### src/rtl/ctrl_pkg.sv
// Shared constants and word-builder helpers for the board user-input controller.
package ctrl_pkg;

  // State codes exposed on the State port.
  localparam logic [3:0] ST_IDLE     = 4'd1;
  localparam logic [3:0] ST_WR_ADDR  = 4'd2;
  localparam logic [3:0] ST_WR_DATA  = 4'd3;
  localparam logic [3:0] ST_WR_SHOW  = 4'd4;
  localparam logic [3:0] ST_RD_ADDR  = 4'd5;
  localparam logic [3:0] ST_RD_SHOW  = 4'd6;
  localparam logic [3:0] ST_PROG_RUN = 4'd7;
  localparam logic [3:0] ST_FIELD0   = 4'd8;
  localparam logic [3:0] ST_FIELD1   = 4'd9;
  localparam logic [3:0] ST_FIELD2   = 4'd10;
  localparam logic [3:0] ST_FIELD3   = 4'd11;
  localparam logic [3:0] ST_STORE    = 4'd12;
  localparam logic [3:0] ST_EXEC     = 4'd14;
  localparam logic [3:0] ST_HOLD     = 4'd15;

  // Button bit positions on User_Input1.
  localparam int BTN_CONFIRM = 0;
  localparam int BTN_BACK    = 1;
  localparam int BTN_RUN     = 2;
  localparam int BTN_ABORT   = 3;

  // Back + Abort held together in IDLE empties the program buffer.
  localparam logic [3:0] BTN_CLEAR = 4'b1010;

  // Low switch nibble values that pick the next mode from IDLE.
  localparam logic [3:0] SEL_WRITE  = 4'b0010;
  localparam logic [3:0] SEL_READ   = 4'b0100;
  localparam logic [3:0] SEL_SINGLE = 4'b1000;
  localparam logic [3:0] SEL_PROG   = 4'b0001;
  localparam logic [3:0] SEL_RUN    = 4'b0011;

  // Builders work on a wide vector so they serve any field width; the
  // caller truncates to its instruction width.
  function automatic logic [63:0] preview_word(input int sw_w, input logic [63:0] sw);
    return sw << (2 * sw_w);
  endfunction

  function automatic logic [63:0] write_word(input int sw_w, input logic [63:0] data,
                                             input logic [63:0] addr);
    return (data << (2 * sw_w)) | (addr << 1) | 64'd1;
  endfunction

  function automatic logic [63:0] read_word(input int sw_w, input logic [63:0] addr);
    return addr << (3 * sw_w);
  endfunction

endpackage

### src/rtl/btn_edge.sv
// Button front end: one register stage, then a press is accepted only when
// the registered value becomes one-hot after a cycle with all buttons released.
module btn_edge (
  input  logic       CLK_In,
  input  logic       RSTn_In,
  input  logic [3:0] btn_raw,
  output logic [3:0] btn_lvl,
  output logic [3:0] btn_press,
  output logic       all_released
);

  logic [3:0] btn_q;
  logic       rel_q;
  logic       one_hot;

  // Register the buttons and remember whether the previous sample was idle.
  always_ff @(posedge CLK_In or negedge RSTn_In) begin
    if (!RSTn_In) begin
      btn_q <= 4'd0;
      rel_q <= 1'b0;
    end else begin
      btn_q <= btn_raw;
      rel_q <= (btn_q == 4'd0);
    end
  end

  // Accepted press is the one-hot registered value on its first cycle.
  always_comb begin
    one_hot   = (btn_q != 4'd0) && ((btn_q & (btn_q - 4'd1)) == 4'd0);
    btn_press = (rel_q && one_hot) ? btn_q : 4'd0;
  end

  assign btn_lvl      = btn_q;
  assign all_released = rel_q;

endmodule

### src/rtl/prog_input_ctrl.sv
// User-input controller: builds instruction / transfer words from switches
// and buttons, and keeps a small program buffer that can be stepped through.
//
// state    | meaning
// IDLE     | wait for Confirm with a mode-select nibble
// WR_ADDR  | capture write address
// WR_DATA  | capture write data, issue Write word
// WR_SHOW  | show Read word of the written address
// RD_ADDR  | capture read address
// RD_SHOW  | show Read word
// PROG_RUN | step through stored program entries
// FIELD0-3 | capture instruction fields F0..F3
// STORE    | append Operation word to the buffer
// EXEC     | issue Operation word for one cycle
// HOLD     | show result destination or Operation word
module prog_input_ctrl #(
  parameter int                        SW_W       = 4,
  parameter int                        PROG_DEPTH = 8,
  parameter logic [2**(SW_W-1)-1:0]    SHORT_MASK = 8'h0C
) (
  input  logic                          CLK_In,
  input  logic                          RSTn_In,
  input  logic [SW_W-1:0]               User_Input0,
  input  logic [3:0]                    User_Input1,
  output logic [4*SW_W-1:0]             Instruction,
  output logic                          Instr_Valid,
  output logic [3:0]                    State,
  output logic [$clog2(PROG_DEPTH):0]   Prog_Count,
  output logic [$clog2(PROG_DEPTH)-1:0] Prog_Ptr,
  output logic                          Err
);
  import ctrl_pkg::*;

  localparam int INSTR_W = 4 * SW_W;
  localparam int PW      = $clog2(PROG_DEPTH);
  localparam int CW      = PW + 1;
  localparam logic [CW-1:0] DEPTH_C = CW'(PROG_DEPTH);

  logic [3:0]         btn_lvl;
  logic [3:0]         btn_press;
  logic               btn_rel;

  logic [3:0]         state_q;
  logic [INSTR_W-1:0] instr_q;
  logic               valid_q;
  logic               err_q;
  logic [CW-1:0]      cnt_q;
  logic [PW-1:0]      ptr_q;
  logic               prog_mode_q;
  logic [SW_W-1:0]    addr_q;
  logic [SW_W-1:0]    f0_q, f1_q, f2_q, f3_q;
  logic [INSTR_W-1:0] prog_buf [PROG_DEPTH];

  logic               cfm, back, run, abort, clear_req, short_hit;
  logic [SW_W-1:0]    dest;
  logic [INSTR_W-1:0] preview_w, write_w, read_w, op_w, dest_w;
  logic [3:0]         end_state;

  btn_edge u_btn_edge (
    .CLK_In       (CLK_In),
    .RSTn_In      (RSTn_In),
    .btn_raw      (User_Input1),
    .btn_lvl      (btn_lvl),
    .btn_press    (btn_press),
    .all_released (btn_rel)
  );

  // Decoded buttons and the candidate output words.
  always_comb begin
    cfm       = btn_press[BTN_CONFIRM];
    back      = btn_press[BTN_BACK];
    run       = btn_press[BTN_RUN];
    abort     = btn_lvl[BTN_ABORT];
    clear_req = btn_rel && (btn_lvl == BTN_CLEAR);
    short_hit = SHORT_MASK[User_Input0[SW_W-1:1]];
    dest      = {f2_q[0], f3_q[SW_W-1:1]};
    preview_w = INSTR_W'(preview_word(SW_W, 64'(User_Input0)));
    write_w   = INSTR_W'(write_word(SW_W, 64'(User_Input0), 64'(addr_q)));
    read_w    = INSTR_W'(read_word(SW_W, 64'(addr_q)));
    dest_w    = INSTR_W'(read_word(SW_W, 64'(dest)));
    op_w      = {f0_q, f1_q, f2_q, f3_q};
    end_state = prog_mode_q ? ST_STORE : ST_EXEC;
  end

  // Main sequencer; Abort is checked ahead of every state.
  always_ff @(posedge CLK_In or negedge RSTn_In) begin
    if (!RSTn_In) begin
      state_q     <= ST_IDLE;
      instr_q     <= '0;
      valid_q     <= 1'b0;
      err_q       <= 1'b0;
      cnt_q       <= '0;
      ptr_q       <= '0;
      prog_mode_q <= 1'b0;
      addr_q      <= '0;
      f0_q        <= '0;
      f1_q        <= '0;
      f2_q        <= '0;
      f3_q        <= '0;
      for (int i = 0; i < PROG_DEPTH; i++) prog_buf[i] <= '0;
    end else begin
      valid_q <= 1'b0;
      err_q   <= 1'b0;
      if (abort) begin
        if (state_q == ST_IDLE && clear_req) cnt_q <= '0;
        state_q <= ST_IDLE;
        ptr_q   <= '0;
      end else begin
        case (state_q)
          ST_IDLE: begin
            if (cfm) begin
              case (User_Input0[3:0])
                SEL_WRITE:  state_q <= ST_WR_ADDR;
                SEL_READ:   state_q <= ST_RD_ADDR;
                SEL_RUN:    state_q <= ST_PROG_RUN;
                SEL_SINGLE, SEL_PROG: begin
                  state_q     <= ST_FIELD0;
                  prog_mode_q <= (User_Input0[3:0] == SEL_PROG);
                  f0_q <= '0; f1_q <= '0; f2_q <= '0; f3_q <= '0;
                end
                default:    err_q <= 1'b1;
              endcase
            end
          end
          ST_WR_ADDR: begin
            instr_q <= preview_w;
            if (cfm) begin
              addr_q  <= User_Input0;
              state_q <= ST_WR_DATA;
            end else if (back) state_q <= ST_IDLE;
          end
          ST_WR_DATA: begin
            instr_q <= preview_w;
            if (cfm) begin
              instr_q <= write_w;
              valid_q <= 1'b1;
              state_q <= ST_WR_SHOW;
            end else if (back) begin
              addr_q  <= '0;
              state_q <= ST_WR_ADDR;
            end
          end
          ST_WR_SHOW, ST_RD_SHOW: begin
            instr_q <= read_w;
            if (cfm) state_q <= ST_IDLE;
          end
          ST_RD_ADDR: begin
            instr_q <= preview_w;
            if (cfm) begin
              addr_q  <= User_Input0;
              state_q <= ST_RD_SHOW;
            end else if (back) state_q <= ST_IDLE;
          end
          ST_FIELD0: begin
            instr_q <= preview_w;
            if (cfm) begin
              f0_q    <= User_Input0;
              state_q <= ST_FIELD1;
            end else if (back) state_q <= ST_IDLE;
          end
          ST_FIELD1: begin
            instr_q <= preview_w;
            if (cfm) begin
              f1_q    <= User_Input0;
              state_q <= ST_FIELD2;
            end else if (back) begin
              f0_q    <= '0;
              state_q <= ST_FIELD0;
            end
          end
          ST_FIELD2: begin
            instr_q <= preview_w;
            if (cfm) begin
              f2_q <= User_Input0;
              if (short_hit) begin
                f3_q    <= '0;
                state_q <= end_state;
              end else state_q <= ST_FIELD3;
            end else if (back) begin
              f1_q    <= '0;
              state_q <= ST_FIELD1;
            end
          end
          ST_FIELD3: begin
            instr_q <= preview_w;
            if (cfm) begin
              f3_q    <= User_Input0;
              state_q <= end_state;
            end else if (back) begin
              f2_q    <= '0;
              state_q <= ST_FIELD2;
            end
          end
          ST_STORE: begin
            if (cnt_q < DEPTH_C) begin
              prog_buf[cnt_q[PW-1:0]] <= op_w;
              cnt_q   <= cnt_q + CW'(1);
              state_q <= ST_FIELD0;
              f0_q <= '0; f1_q <= '0; f2_q <= '0; f3_q <= '0;
            end else begin
              err_q   <= 1'b1;
              state_q <= ST_IDLE;
            end
          end
          ST_EXEC: begin
            instr_q <= op_w;
            valid_q <= 1'b1;
            state_q <= ST_HOLD;
          end
          ST_HOLD: begin
            instr_q <= f3_q[0] ? dest_w : op_w;
            if (cfm) state_q <= ST_IDLE;
          end
          ST_PROG_RUN: begin
            if (cnt_q == '0) begin
              err_q   <= 1'b1;
              state_q <= ST_IDLE;
            end else if (run) begin
              instr_q <= prog_buf[ptr_q];
              valid_q <= 1'b1;
              if ({1'b0, ptr_q} == cnt_q - CW'(1)) begin
                ptr_q   <= '0;
                state_q <= ST_IDLE;
              end else ptr_q <= ptr_q + PW'(1);
            end else if (cfm) instr_q <= prog_buf[ptr_q];
          end
          default: state_q <= ST_IDLE;
        endcase
      end
    end
  end

  assign Instruction = instr_q;
  assign Instr_Valid = valid_q;
  assign State       = state_q;
  assign Prog_Count  = cnt_q;
  assign Prog_Ptr    = ptr_q;
  assign Err         = err_q;

endmodule

### config.mk
export PLATFORM = sky130hd
export DESIGN_NAME = prog_input_ctrl
export DESIGN_NICKNAME = d
export VERILOG_FILES = /design/src/rtl/ctrl_pkg.sv /design/src/rtl/btn_edge.sv /design/src/rtl/prog_input_ctrl.sv
export SDC_FILE = /design/constraint.sdc
export NUM_CORES = 1
export LEC_CHECK = 0
export ABC_AREA = 1
export CAP_MARGIN = 20
export CORE_ASPECT_RATIO = 1.5
export CORE_MARGIN = 4
export CORE_UTILIZATION = 42
export CTS_BUF_LIST = sky130_fd_sc_hd__clkbuf_16
export CTS_CLUSTER_SIZE = 40
export DETAILED_ROUTE_END_ITERATION = 10
export GPL_TIMING_DRIVEN = 0
export PLACE_DENSITY = 0.57
export SLEW_MARGIN = 20
export SYNTH_ARGS = -nofsm -noshare
export SYNTH_HDL_FRONTEND = slang
export SYNTH_SLANG_ARGS = --single-unit
### constraint.sdc
create_clock -name CLK_In -period 2 [get_ports CLK_In]
set_clock_uncertainty 0.1 [all_clocks]
set_input_delay 0.3 -clock CLK_In [delete_from_list [all_inputs] [get_ports CLK_In]]
set_output_delay 0.3 -clock CLK_In [all_outputs]
set_load 0.02 [all_outputs]
==> run summary <==
The flow ran to the end, and the final reports show no timing, DRC or antenna violations. The synthesized-area fraction occupied by and/or/nand/nor cells is 0.248. The endpoint class of the critical path is a register. The transition time at the pin with the least slew margin is 558 ps.

The buffer type at the clock tree root is sky130_fd_sc_hd__clkbuf_16. The number of sinks handled by clock tree synthesis is 183. The number of detailed-routing iterations run before antenna repair is 5. By count the netlist is led by 322 x sky130_fd_sc_hd__nand2_1, 182 x sky130_fd_sc_hd__dfrtp_1, 139 x sky130_fd_sc_hd__o21ai_0. Total power for the finished layout comes to 9950 uW.

The path class of the lowest-slack min-delay path is input pin to register. The via total after detailed routing is 8389. The largest individual stage delay along the critical path comes from the cell sky130_fd_sc_hd__dfrtp_2. Measured along the y axis, the die boundary spans 188 um.

The largest net degree at the start of global routing came out at 68. Routability-driven placement finished with a final weighted congestion of 0.912. The number of enable-type register cells in the synthesized netlist is 0.

The number of nets in the layout came out at 1262. The number of failing hold endpoints at the final stage came out at 0. The region available for standard cell placement spans 21100 um^2. The average detailed-routed wire length per instance came out at 19.9 um. The post-synthesis share of cell area spent on full adders, half adders and majority gates is 0.00415. The global-route wire length before repair came out at 46800 um. In this run the horizontal extent of the chip is 128 um. In the synthesized netlist the dominant register cell turns out to be sky130_fd_sc_hd__dfrtp_1. In the final layout, flip-flops and latches occupy 4590 um^2.

The quantity of I/O buffers inserted on ports is 36. The reported max-cap violation count came out at 0. The area growth from synthesis to layout came out at 24.5%. The share of the synthesized area in the top cell type is 0.503. Setup violations remaining at the end of the flow were counted as 0. The depth of the CTS H-tree is 4. In this run the tightest slew margin relative to its limit is 0.628.

The count of yosys warnings during synthesis came out at 0. The power per standard cell area is 883 nW/um^2. Counting flops with an async set or reset pin after synthesis yields a share of 1.00.

Setup repair after global routing could not meet its margin everywhere. The required time of the critical path came out at 2230 ps. The vias per cell came out at 5.48. The total half-perimeter wirelength after legalization and detailed placement came out at 22100 um. The fraction of the cycle the final worst path needs came out at 0.989.

The highest clock frequency the design can meet came out at 506 MHz. After clock tree synthesis, the clock-pin slew on the worst setup and hold paths is 70 ps. The critical path's largest stage delay came out at 430 ps. The gate count after technology mapping came out at 1159. The portion of netlist area occupied by mux cells is 0. The source of the worst hold timing path is User_Input0[2]. For the worst-skew pair, the clock arrives at the later sink with an insertion delay of 440 ps. The number of antenna violations at the first check in global routing came out at 0. The peak fanout along the critical path came out at 10. The synthesized-area fraction occupied by ao, oa, aoi and oai cells came out at 0.180.

In the final layout, the share of cells above drive strength 1 is 0.179. Of the total synthesized cell area, the portion taken by XOR and XNOR cells is 0.00194. The total clock buffers created by CTS is 17. VDD sags by at most 0.620 mV.

The overall routed net length is 30500 um. The maximum number of buffers from clock root to sink is 2. Before CTS, the worst setup slack after placement is -531 ps. The overall overflow remaining after global route is 0. The die covers 24000 um^2. The signal arrival time at the worst endpoint is 2210 ps.

The count of unique library cells instantiated by Yosys came out at 33. The site row count came out at 65. The cell area after synthesis is 9050 um^2. The footprint of the multi-input gates is 4270 um^2.

Hold timing on the final database bottoms out at a slack of 111 ps. The smallest setup slack after layout came out at 21.9 ps. TritonCTS built the clock tree. The via count of the first global-routing pass came to 8266.

The critical path goes through buf_8 > inv_2 > buf_12 > buf_8 > o21ai_0 > o211ai_1 > nand3_2 > nand3_2 > o21a_1. The kind of critical path is register to register. After the first detailed-routing iteration, the DRC count stood at 700. By area the synthesized netlist is led by sky130_fd_sc_hd__dfrtp_1 50%, sky130_fd_sc_hd__nand2_1 13%, sky130_fd_sc_hd__o21ai_0 7.7%, sky130_fd_sc_hd__o21ai_1 5.8%, sky130_fd_sc_hd__nor2_1 5.6%. The net count of the mapped netlist came out at 1172.

The critical path starts at Prog_Ptr[0]$_DFFE_PN0P_. By area, the combinational part of the netlist is dominated by simple AND/OR/NAND/NOR gates. The leakage power came out at 0.00519 uW.

The starting density of the core is 0.428. Pin placement for this block handled 39 I/O pins. Summed over all instances, the cell type with the most area after synthesis is sky130_fd_sc_hd__dfrtp_1. The synthesized area per cell came out at 7.81 um^2. The sequential fraction of the synthesis area is 0.506. The library cell with the highest instance count after synthesis is sky130_fd_sc_hd__nand2_1. The count of nets left with antenna violations once routing finished came out at 0. The worst register-to-register path begins at Prog_Ptr[0]$_DFFE_PN0P_. The number of slew-limit violations in the final report came out at 0. Counting flops and latches in the post-synthesis netlist gives 183.

The filler cells instantiated in the layout total 2051. The shortest period the worst path allows came out at 1980 ps. The number of remaining DRC errors came out at 0. The category of the worst setup path launch point is a register. For this run, the total global-route usage over all layers was measured as 0.255. The repair_antennas step left the layout with diodes totalling 0.
-- state kept, by name (all words and copies together) (netlist names) --
| signal | cells |
|---|---|
| Instr_Valid | 1 |
| prog_buf | 128 |
| u_btn_edge.btn_lvl | 4 |
| f0_q | 4 |
| Prog_Count | 4 |
| f2_q | 4 |
| addr_q | 4 |
| f3_q | 4 |
| prog_mode_q | 1 |
| Prog_Ptr | 3 |
| State | 4 |
| Instruction | 16 |
| u_btn_edge.all_released | 1 |
| Err | 1 |
| f1_q | 4 |
-- what timing repair did --
action / in CTS / in global routing
buffers inserted: 7 / 22
gates resized for setup: 65 / 176
setup endpoints to repair: 87 / 176
hold endpoints to repair: 53 / 0
hold buffers: 1 / 0
gates cloned: 0 / 3
pin swaps: 9 / 27
-- cell usage in the layout (no fill, tap or decap), types with 14 or more instances in the layout --
| cell | count |
|---|---|
| sky130_fd_sc_hd__buf_6 | 15 |
| sky130_fd_sc_hd__o211ai_1 | 31 |
| sky130_fd_sc_hd__inv_1 | 47 |
| sky130_fd_sc_hd__inv_2 | 14 |
| sky130_fd_sc_hd__o21ai_0 | 112 |
| sky130_fd_sc_hd__buf_4 | 35 |
| sky130_fd_sc_hd__nor2_1 | 125 |
| sky130_fd_sc_hd__nand2_1 | 309 |
| sky130_fd_sc_hd__nor2_4 | 14 |
| sky130_fd_sc_hd__dfrtp_1 | 177 |
| sky130_fd_sc_hd__o21ai_1 | 119 |
| sky130_fd_sc_hd__clkdlybuf4s50_1 | 32 |
| sky130_fd_sc_hd__nand3_1 | 38 |
| sky130_fd_sc_hd__clkbuf_16 | 19 |
-- logic make-up after synthesis --
kind of cell               Yosys count
DFF                                183
AOI/OAI and AO/OA                  299
buffers and inverters              129
and+or+nand+nor                    543
adders and majority gates            3
xor gates and xnor gates             2
-- critical path, delay by kind of cell (launching register included) --
family	cells	cell delay, ps
AND/OR/NAND/NOR	2	290
flip-flops	1	430
AO/OA/AOI/OAI	3	520
buffers and inverters	4	540
-- power breakdown --
part,switching (uW),internal (uW),total [uW]
combinational,1720,999,2720
sequential,129,3840,3970
clock,1540,1720,3260
-- stage by stage --
stage                util   TNS, ps  std cells  cell area, um^2
floorplan               -         0       1159             9050
global placement    0.461  -1371450       1463             9750
detailed placement  0.464    -15880       1465             9810
CTS                 0.500      -615       1505            10600
global route        0.533      -931       1530            11300
finish              0.533         0       1530            11300
-- routing by layer --
layer	wire (um)	global-route usage
met5	0	0
met4	1450	0.144
met3	1180	0.0365
met2	15900	0.434
met1	12000	0.304
-- cell type report --
type                    instances  share of cell area
clock buffers                  17              0.0378
well taps                     268              0.0298
clock inverters                15              0.0111
flip-flops and latches        183               0.407
inverters                      67              0.0239
repair buffers                 71              0.0657
multi-input cells             847               0.379
plain buffers                  62              0.0452
-- path summary, 6_finish.rpt --
check | slack [ps] | cells after the start | to
max | 20 | 9 | Instruction[0]$_DFFE_PN0P_
min | 110 | 3 | f2_q[2]$_DFFE_PN0P_
max reg2reg | 20 | 9 | Instruction[0]$_DFFE_PN0P_
min reg2reg | 370 | 2 | f3_q[1]$_DFFE_PN0P_
max in group asynchronous | 460 | 4 | Instruction[7]$_DFFE_PN0P_
min in group asynchronous | 290 | 2 | prog_buf[112]$_DFFE_PN0P_
No activity file was read; power rests on OpenSTA's default activity.
